`config.mk`:
```
export PLATFORM = sky130hd
export DESIGN_NAME = arbitro_rr_mux8_flat
export DESIGN_NICKNAME = d
export VERILOG_FILES = /design/src/rtl/arbitro_rr_mux8_if.sv /design/src/rtl/arbitro_rr_mux8.sv /design/src/flat_wrapper.sv
export SDC_FILE = /design/constraint.sdc
export NUM_CORES = 1
export LEC_CHECK = 0
export ABC_CLOCK_PERIOD_IN_PS = 3100
export CORE_MARGIN = 2
export CORE_UTILIZATION = 30
export CTS_CLUSTER_DIAMETER = 60
export DETAILED_ROUTE_END_ITERATION = 8
export HOLD_SLACK_MARGIN = 0.12
export PLACE_DENSITY = 0.53
export REMOVE_ABC_BUFFERS = 1
export SETUP_SLACK_MARGIN = 0.5
export SYNTH_ARGS = -nofsm -noshare
export SYNTH_HDL_FRONTEND = slang
export SYNTH_SLANG_ARGS = --single-unit
```
`constraint.sdc`:
```
create_clock -name clock -period 3.1 [get_ports clock]
set_input_delay 0.62 -clock clock [delete_from_list [all_inputs] [get_ports clock]]
set_output_delay 0.62 -clock clock [all_outputs]
set_load 0.02 [all_outputs]
```
`src/rtl/arbitro_rr_mux8_if.sv`:
```
// rtl/arbitro_rr_mux8_if.sv - request/grant and mux-select bundle for arbitro_rr_mux8
interface arbitro_rr_mux8_if;
   logic [7:0] req;
   logic       done;
   logic [7:0] grant;
   logic [2:0] sel;
   logic       busy;
   logic       timeout_evt;

   modport slave (
      input  req,
      input  done,
      output grant,
      output sel,
      output busy,
      output timeout_evt
   );

   modport master (
      output req,
      output done,
      input  grant,
      input  sel,
      input  busy,
      input  timeout_evt
   );
endinterface

```
`src/rtl/arbitro_rr_mux8.sv`:
```
// rtl/arbitro_rr_mux8.sv - round-robin arbiter driving the select of a shared 8:1 mux
// One owner at a time; a grant is always followed by at least one idle cycle.
module arbitro_rr_mux8 #(
   parameter int unsigned TIMEOUT = 16
) (
   input  logic             clock,
   input  logic             reset_n,
   arbitro_rr_mux8_if.slave bus
);
   localparam logic [7:0] TO_LIM = 8'(TIMEOUT);

   typedef enum logic {LIVRE, OCUPADO} state_t;

   state_t     state_q, state_d;
   logic [2:0] ptr_q, ptr_d;
   logic [7:0] cnt_q, cnt_d;
   logic [7:0] grant_q, grant_d;
   logic [2:0] sel_q, sel_d;
   logic       tev_q, tev_d;

   logic [2:0] scan_idx;
   logic [2:0] winner;
   logic       found;
   logic       rel_user;
   logic       rel_to;

   always_ff @(posedge clock or negedge reset_n) begin
      if (!reset_n) begin
         state_q <= LIVRE;
         ptr_q   <= 3'd0;
         cnt_q   <= 8'd0;
         grant_q <= 8'd0;
         sel_q   <= 3'd0;
         tev_q   <= 1'b0;
      end else begin
         state_q <= state_d;
         ptr_q   <= ptr_d;
         cnt_q   <= cnt_d;
         grant_q <= grant_d;
         sel_q   <= sel_d;
         tev_q   <= tev_d;
      end
   end

   // First requester at or after the pointer, wrapping mod 8.
   always_comb begin
      scan_idx = ptr_q;
      winner   = ptr_q;
      found    = 1'b0;
      for (int k = 0; k < 8; k++) begin
         scan_idx = ptr_q + 3'(k);
         if (!found && bus.req[scan_idx]) begin
            winner = scan_idx;
            found  = 1'b1;
         end
      end
   end

   always_comb begin
      state_d  = state_q;
      ptr_d    = ptr_q;
      cnt_d    = cnt_q;
      grant_d  = grant_q;
      sel_d    = sel_q;
      tev_d    = 1'b0;
      rel_user = bus.done || !bus.req[sel_q];
      rel_to   = (TIMEOUT != 0) && (cnt_q == TO_LIM);

      case (state_q)
         LIVRE: begin
            grant_d = 8'd0;
            if (found) begin
               grant_d = 8'd1 << winner;
               sel_d   = winner;
               cnt_d   = 8'd1;
               state_d = OCUPADO;
            end
         end
         OCUPADO: begin
            if (rel_user || rel_to) begin
               grant_d = 8'd0;
               ptr_d   = sel_q + 3'd1;
               tev_d   = rel_to && !rel_user;
               state_d = LIVRE;
            end else if (cnt_q != 8'hFF) begin
               cnt_d = cnt_q + 8'd1;
            end
         end
         default: begin
            grant_d = 8'd0;
            state_d = LIVRE;
         end
      endcase
   end

   assign bus.grant       = grant_q;
   assign bus.sel         = sel_q;
   assign bus.busy        = |grant_q;
   assign bus.timeout_evt = tev_q;
endmodule

```
`src/flat_wrapper.sv`:
```
// flat-port wrapper written by rule: the top's interface ports become plain ports
module arbitro_rr_mux8_flat 
#(
   parameter int unsigned TIMEOUT = 16
)
  (clock, reset_n, bus_req, bus_done, bus_grant, bus_sel, bus_busy, bus_timeout_evt);
  arbitro_rr_mux8_if bus_i ();
  input  logic clock;
  input  logic reset_n;
  input wire logic [$bits(bus_i.req)-1:0] bus_req;
  input wire logic [$bits(bus_i.done)-1:0] bus_done;
  output wire logic [$bits(bus_i.grant)-1:0] bus_grant;
  output wire logic [$bits(bus_i.sel)-1:0] bus_sel;
  output wire logic [$bits(bus_i.busy)-1:0] bus_busy;
  output wire logic [$bits(bus_i.timeout_evt)-1:0] bus_timeout_evt;
  assign bus_i.req = bus_req;
  assign bus_i.done = bus_done;
  assign bus_grant = bus_i.grant;
  assign bus_sel = bus_i.sel;
  assign bus_busy = bus_i.busy;
  assign bus_timeout_evt = bus_i.timeout_evt;
  arbitro_rr_mux8 #(.TIMEOUT(TIMEOUT)) u_core (.clock(clock), .reset_n(reset_n), .bus(bus_i));
endmodule
```
==> results of run 1 <==
==> worst max-delay path, cell delays in order (launching register included) <==
cell and delay (ps):
dfrtp_1 390, inv_2 80, ha_4 230, buf_6 140, mux2i_2 170, mux4_2 510, or3_4 340, a32o_2 260
o221a_4 250, mux2i_4 210, o31ai_1 240
==> sequential cells by signal, summed over array words and instances (netlist names) <==
signal,cells
u_core.cnt_q,8
u_core.ptr_q,3
u_core.bus.sel,3
u_core.bus.timeout_evt,1
u_core.state_q,1
u_core.bus.grant,8
==> layer usage <==
| metal | vias to the layer above | share of wire (%) | global-route usage (%) |
|---|---|---|---|
| met3 | 0 | 3.4 | 2.308 |
| met2 | 37 | 49 | 24.85 |
| met5 | - | 0 | 0 |
| li1 | 1028 | - | - |
| met1 | 1019 | 48 | 22.88 |
| met4 | 0 | 0 | 0.8141 |
==> per-stage QoR <==
stage	instance area, um^2	setup WS [ps]	hold WS [ps]	TNS, ps
global placement	2848	-392.6	493.2	-5230
CTS	3075	180.9	517.5	0
floorplan	2118	-531.1	324.4	-9057
finish	3261	187.5	515.2	0
detailed placement	2848	-390.2	496.5	-5106
global route	3261	66.85	535.2	0
==> synthesized netlist by cell type (all sizes together) (2+ instances only) <==
cell type  instances  share of area, %
a22o               2              0.80
xnor2              2               1.1
a211oi             3               1.0
nand4              2              0.57
o211ai             3               1.0
and3               3              0.86
dfrtp             24                27
mux2i              9               4.9
or3                4               1.4
o21ai              8               1.8
nor4b              2              0.80
a21o               2              0.69
mux4              12                13
xor2               6               2.4
nand2             30               5.2
ha                 5               2.9
a2111oi            2              0.80
and2               3              0.86
nor2              20               3.4
clkbuf             4              0.69
nand3              3              0.92
buf                7               2.3
a21oi             10               2.3
a32o               2              0.92
inv                8               1.4
o31ai             10               3.4
nand2b             2              0.57
a2bb2oi            3               1.2
nor4               3              0.86
o2111ai            3               1.2
nor3               4              0.92
mux2              10               5.3
==> final cells by class <==
type                       instances  area [um^2]  share of cell area, %
clock buffer                       3        41.29                  1.266
clock inverter                     1        30.03                 0.9210
inverter                           9        33.78                  1.036
multi-input combinational        184         1729                  53.03
sequential                        24        600.6                  18.42
tap                               99        123.9                  3.799
timing repair buffer              82        701.9                  21.53
==> cells by family (layout without fill, tap and decap cells) <==
logic type	count (synthesis)	count (layout)	synth area share, %
compound gates	59	59	20.68
xor+xnor	8	8	3.551
fa+ha+maj	5	5	2.864
buf+inv	20	95	4.581
flops	24	24	27.49
mux	31	31	22.91
simple gates	81	81	17.93
==> worst paths after layout <==
check	cells past startpoint	to	from
min in group asynchronous	2	u_core.bus.sel[2]$_DFFE_PN0P_	reset_n
worst min-delay path	2	u_core.bus.grant[7]$_DFFE_PN0P_	u_core.bus.grant[7]$_DFFE_PN0P_
worst min register to register	2	u_core.bus.grant[7]$_DFFE_PN0P_	u_core.bus.grant[7]$_DFFE_PN0P_
worst max register to register	10	u_core.bus.grant[0]$_DFFE_PN0P_	u_core.ptr_q[1]$_DFFE_PN0P_
max in group asynchronous	2	u_core.cnt_q[1]$_DFFE_PN0P_	reset_n
worst max-delay path	10	u_core.bus.grant[0]$_DFFE_PN0P_	u_core.ptr_q[1]$_DFFE_PN0P_
==> timing repair <==
action | 4_1_cts | 5_1_grt
resized for setup | 35 | 31
setup buffers | 6 | 3
endpoints found under the setup margin | 20 | 20
hold buffers | 0 | 0
hold endpoints to repair | 0 | 0
pin swaps | 13 | 22
==> impl_metrics.json, run 1 <==
{
  "max_freq_mhz": 343.4,
  "clk_path_buf_depth": 2,
  "rows": 31,
  "clk_latency_ps": 270,
  "start_util_pct": 30.61,
  "core-area_um2": 7137,
  "clkTransAtPathRegs_ps": 90,
  "fin_util_pct": 45.69,
  "wl_per_cell_um": 14.77,
  "ys_ff_latch": 24,
  "synth_cell_types": 61,
  "synthCells": 228,
  "maxCapViolCount": 0,
  "dr.pass1.iters": 4,
  "outcome": "complete, no violations",
  "antenna_cells": 0,
  "endpoint_kind": "flop",
  "via_per_inst": 5.184,
  "r2r_slack_ps": 190,
  "stdcell_count": 402,
  "wirelength_um": 5936,
  "die_y_um": 89.34,
  "min_path_type": "reg -> reg",
  "cts_sinks": 24,
  "die_w_um": 89.34,
  "hold_violations": 0,
  "skew_ps": 8.390,
  "cp-start-kind": "flop",
  "synthToLayoutAreaGrowth_pct": 49.26,
  "synth_edf_count": 0,
  "drtAntennaViolNets": 0,
  "drt-initial-drc-count": 103,
  "critPathKind": "reg -> reg",
  "place_congestion": 0.8012,
  "period_share_pct": 93.95,
  "tightest_slew_ps": 484.3,
  "drc": 0,
  "grt_usage_pct": 15.37,
  "grt_pass1_vias": 1913,
  "synth_area_per_cell_um2": 9.582,
  "rsz0062_at_grt": "yes",
  "synth_seq_area_share_pct": 27.49,
  "grt_first_pass_wirelength_um": 9646,
  "route.vias.total": 2084,
  "relSlewSlack_pct": 67.71,
  "cp.arrival_ps": 3090,
  "dp_hpwl_um": 4454,
  "mostFrequentLayoutCell": "buf_4",
  "cts_tree": "yes",
  "async_flop_share_pct": 100.0,
  "dieArea_um2": 7981,
  "portBuffers": 23,
  "slew_viol_final": 0,
  "num-nets-final": 320,
  "cp.required_ps": 3280,
  "htreeDepth": 1,
  "grt_max_degree": 25,
  "path_max_fanout": 7,
  "setup_viol_count_final": 0,
  "clockRootBuffer": "clkbuf_8",
  "min_period_ps": 2912,
  "cts_buffers": 3,
  "ys_warn_count": 0,
  "ys.flop_type": "dfrtp_1",
  "antenna_found_initial": 0,
  "io_pins": 24,
  "grt_overflow_total": 0,
  "dp.cells": 389,
  "drive_above_1_share_pct": 41.91,
  "syn_area_um2": 2185,
  "mostFrequentLayoutCells": "buf_4 (51), nand2_1 (29), dfrtp_1 (24)",
  "fillers": 699
}
Power of run 1 is left out: the tool's default activity adds up to more than one toggle a clock period on the data nets, which glitch-free logic cannot reach.
==> run 2: changes to the inputs <==
--- a/config.mk
+++ b/config.mk
@@ -5,8 +5,8 @@
 export SDC_FILE = /design/constraint.sdc
 export NUM_CORES = 1
 export LEC_CHECK = 0
+export ABC_AREA = 1
 export ABC_CLOCK_PERIOD_IN_PS = 3100
-export CORE_MARGIN = 2
 export CORE_UTILIZATION = 30
 export CTS_CLUSTER_DIAMETER = 60
 export DETAILED_ROUTE_END_ITERATION = 8
==> run 2 against run 1 <==
Core utilization is 6.1 points lower. Flip-flop and latch count unchanged. Fmax is 19% higher. Non-clock buffer count shrank 44. Routed wire length fell by 6.9%. Die area fell by 6.6%. Critical path depth increased by 5. Cell count increased by 10%. Clock skew grew 6.0 ps. Worst setup slack better by 460 ps.
==> impl_metrics.json, run 2 <==
{
  "ys.flop_type": "dfrtp_1",
  "worstPathCellList": "clkdlybuf4s50_1, nand2_1, nand3_2, nand3_2, nand2_2, nor2_4, nand4_4, nor2_4, nand3_2, nand2_4, a21oi_4, buf_12, nand3_1, nand2_1, a21oi_1",
  "num-nets-final": 364,
  "dr.pass1.iters": 4,
  "cts_tree": "yes",
  "synth-compound-area-share_pct": 9.086,
  "ys_warn_count": 0,
  "yosys.area.top_type": "dfrtp_1",
  "critPathKind": "in -> reg",
  "dp_hpwl_um": 4314,
  "grt_first_pass_wirelength_um": 9252,
  "synth-xor-area-share_pct": 2.403,
  "via_per_inst": 4.835,
  "cpMostUsedCell": "nand3_2",
  "cp_slowest_cell": "clkdlybuf4s50_1",
  "synth_edf_count": 0,
  "cts_buffers": 3,
  "synthToLayoutAreaGrowth_pct": 26.61,
  "synth_area_per_cell_um2": 6.886,
  "slowest_delay_ps": 460,
  "max_freq_mhz": 407.2,
  "syn_area_um2": 2135,
  "dieArea_um2": 7456,
  "min_period_ps": 2456,
  "maxCapViolCount": 0,
  "synthMuxAreaShare_pct": 0,
  "drt-initial-drc-count": 66,
  "place_congestion": 0.8264,
  "synth_top_cell_area_share_pct": 28.14,
  "synth_seq_area_share_pct": 28.14,
  "seq_area_um2": 600.6,
  "fillers": 762,
  "synthCells": 310,
  "yosys-top-cells-area": "dfrtp_1 (28%), nand2_1 (17%), nand3_1 (9.8%), nand2_2 (5.3%), inv_1 (3.7%)",
  "dp.cells": 430,
  "min_path_type": "reg -> reg",
  "cp.required_ps": 3290,
  "multi_input_area_um2": 1428,
  "wirelength_um": 5528,
  "skew_ps": 14.38,
  "relSlewSlack_pct": 69.08,
  "path_max_fanout": 16,
  "synth_top_family_by_area": "simple AND/OR/NAND/NOR gates",
  "mostFrequentLayoutCells": "nand2_1 (88), nand3_1 (36), nand2_2 (24), dfrtp_1 (24)",
  "die_y_um": 86.35,
  "post-place-ws_ps": 176.7,
  "slew_viol_final": 0,
  "clockRootBuffer": "clkbuf_8",
  "ys_ff_latch": 24,
  "cts_sinks": 24,
  "tightest_slew_ps": 459.6,
  "antenna_found_initial": 0,
  "hold_violations": 0,
  "synthSimpleGateAreaFrac_pct": 49.36,
  "htreeDepth": 1,
  "grt_overflow_total": 0,
  "core-area_um2": 6832,
  "synth_cell_types": 31,
  "io_pins": 24,
  "portBuffers": 23,
  "drtAntennaViolNets": 0,
  "setup_viol_count_final": 0,
  "endpoint_kind": "flop",
  "route.vias.total": 2142,
  "rsz0062_at_grt": "no",
  "wl_per_cell_um": 12.48,
  "grt_pass1_vias": 1979,
  "grt_usage_pct": 15.60,
  "die_w_um": 86.35,
  "fin_ws_ps": 644.3,
  "clk_path_buf_depth": 2,
  "drive_above_1_share_pct": 26.80,
  "grt_max_degree": 25,
  "cp-start-kind": "primary input",
  "synth.most_common_cell": "nand2_1",
  "outcome": "complete, no violations",
  "stdcell_count": 443,
  "yosys.area_share.adder_pct": 2.931,
  "period_share_pct": 79.21,
  "mostFrequentLayoutCell": "nand2_1",
  "fin_setup_tns_ps": 0,
  "drc": 0,
  "antenna_cells": 0,
  "start_util_pct": 31.25,
  "rows": 30,
  "async_flop_share_pct": 100.0,
  "cp.arrival_ps": 2650,
  "synth_common_cells": "nand2_1 (96), nand3_1 (42), dfrtp_1 (24)",
  "clk_latency_ps": 280,
  "clkTransAtPathRegs_ps": 100
}
-- run 2: changes by cell type after synthesis, sizes merged, moves of 10 or more --
cell,delta
nand2,+89
mux2,-10
nand3,+45
o31ai,-10
nand4,+10
mux4,-12
inv,+23
-- run 2: final timing paths --
check	from	end	slack [ps]	depth (start not counted)
min	u_core.bus.grant[5]$_DFFE_PN0P_	u_core.bus.grant[5]$_DFFE_PN0P_	520	2
max	bus_req[6]	u_core.cnt_q[3]$_DFFE_PN0P_	640	15
min in group asynchronous	reset_n	u_core.cnt_q[1]$_DFFE_PN0P_	690	2
max reg2reg	u_core.ptr_q[0]$_DFFE_PN0P_	u_core.cnt_q[3]$_DFFE_PN0P_	700	17
max in group asynchronous	reset_n	u_core.ptr_q[1]$_DFFE_PN0P_	2160	2
min reg2reg	u_core.bus.grant[5]$_DFFE_PN0P_	u_core.bus.grant[5]$_DFFE_PN0P_	520	2
-- run 2: routing by layer --
metal | routed length [um] | part of all wire, % | vias up | GRT usage (%)
li1 | - | - | 1099 | -
met1 | 2627 | 48 | 991 | 21.11
met2 | 2632 | 48 | 46 | 27.13
met3 | 227 | 4.1 | 6 | 1.619
met4 | 40 | 0.72 | 0 | 2.879
met5 | 0 | 0 | - | 0
-- run 2: cell families after synthesis --
family / Yosys count
AND/OR/NAND/NOR: 211
buffers and inverters: 37
AO/OA/AOI/OAI: 28
flip-flops: 24
XOR/XNOR: 5
adder cells (fa/ha/maj): 5
-- run 2: repair_timing --
action | in CTS | in global routing
resized for setup | 0 | 21
setup endpoints to repair | 4 | 17
setup buffers | 4 | 5
gates cloned | 0 | 0
pin swaps | 1 | 5
hold endpoints to repair | 0 | 0
hold buffers | 0 | 0
-- run 2: cell type report --
type                            count  share of cell area (%)
Sequential cell                    24                   22.22
Clock buffer                        3                   1.528
Clock inverter                      1                   1.111
Tap cell                           96                   4.444
Inverter                           32                   4.537
Multi-Input combinational cell    249                   52.82
Timing Repair Buffer               38                   13.33
-- run 2: through the flow --
step	instance area (um^2)	util [%]	hold slack, ps
floorplan	2082	-	324.4
global route	2703	39.56	555.8
finish	2703	39.56	521.3
detailed placement	2477	36.26	500.0
CTS	2591	37.93	523.2
global placement	2477	36.26	494.5
-- run 2: worst max-delay path, delay by kind of cell --
family | cells | cell delay, ps
compound gates | 2 | 180
buf+inv | 2 | 630
simple gates | 11 | 1200
Power of run 2 is left out for the same reason.
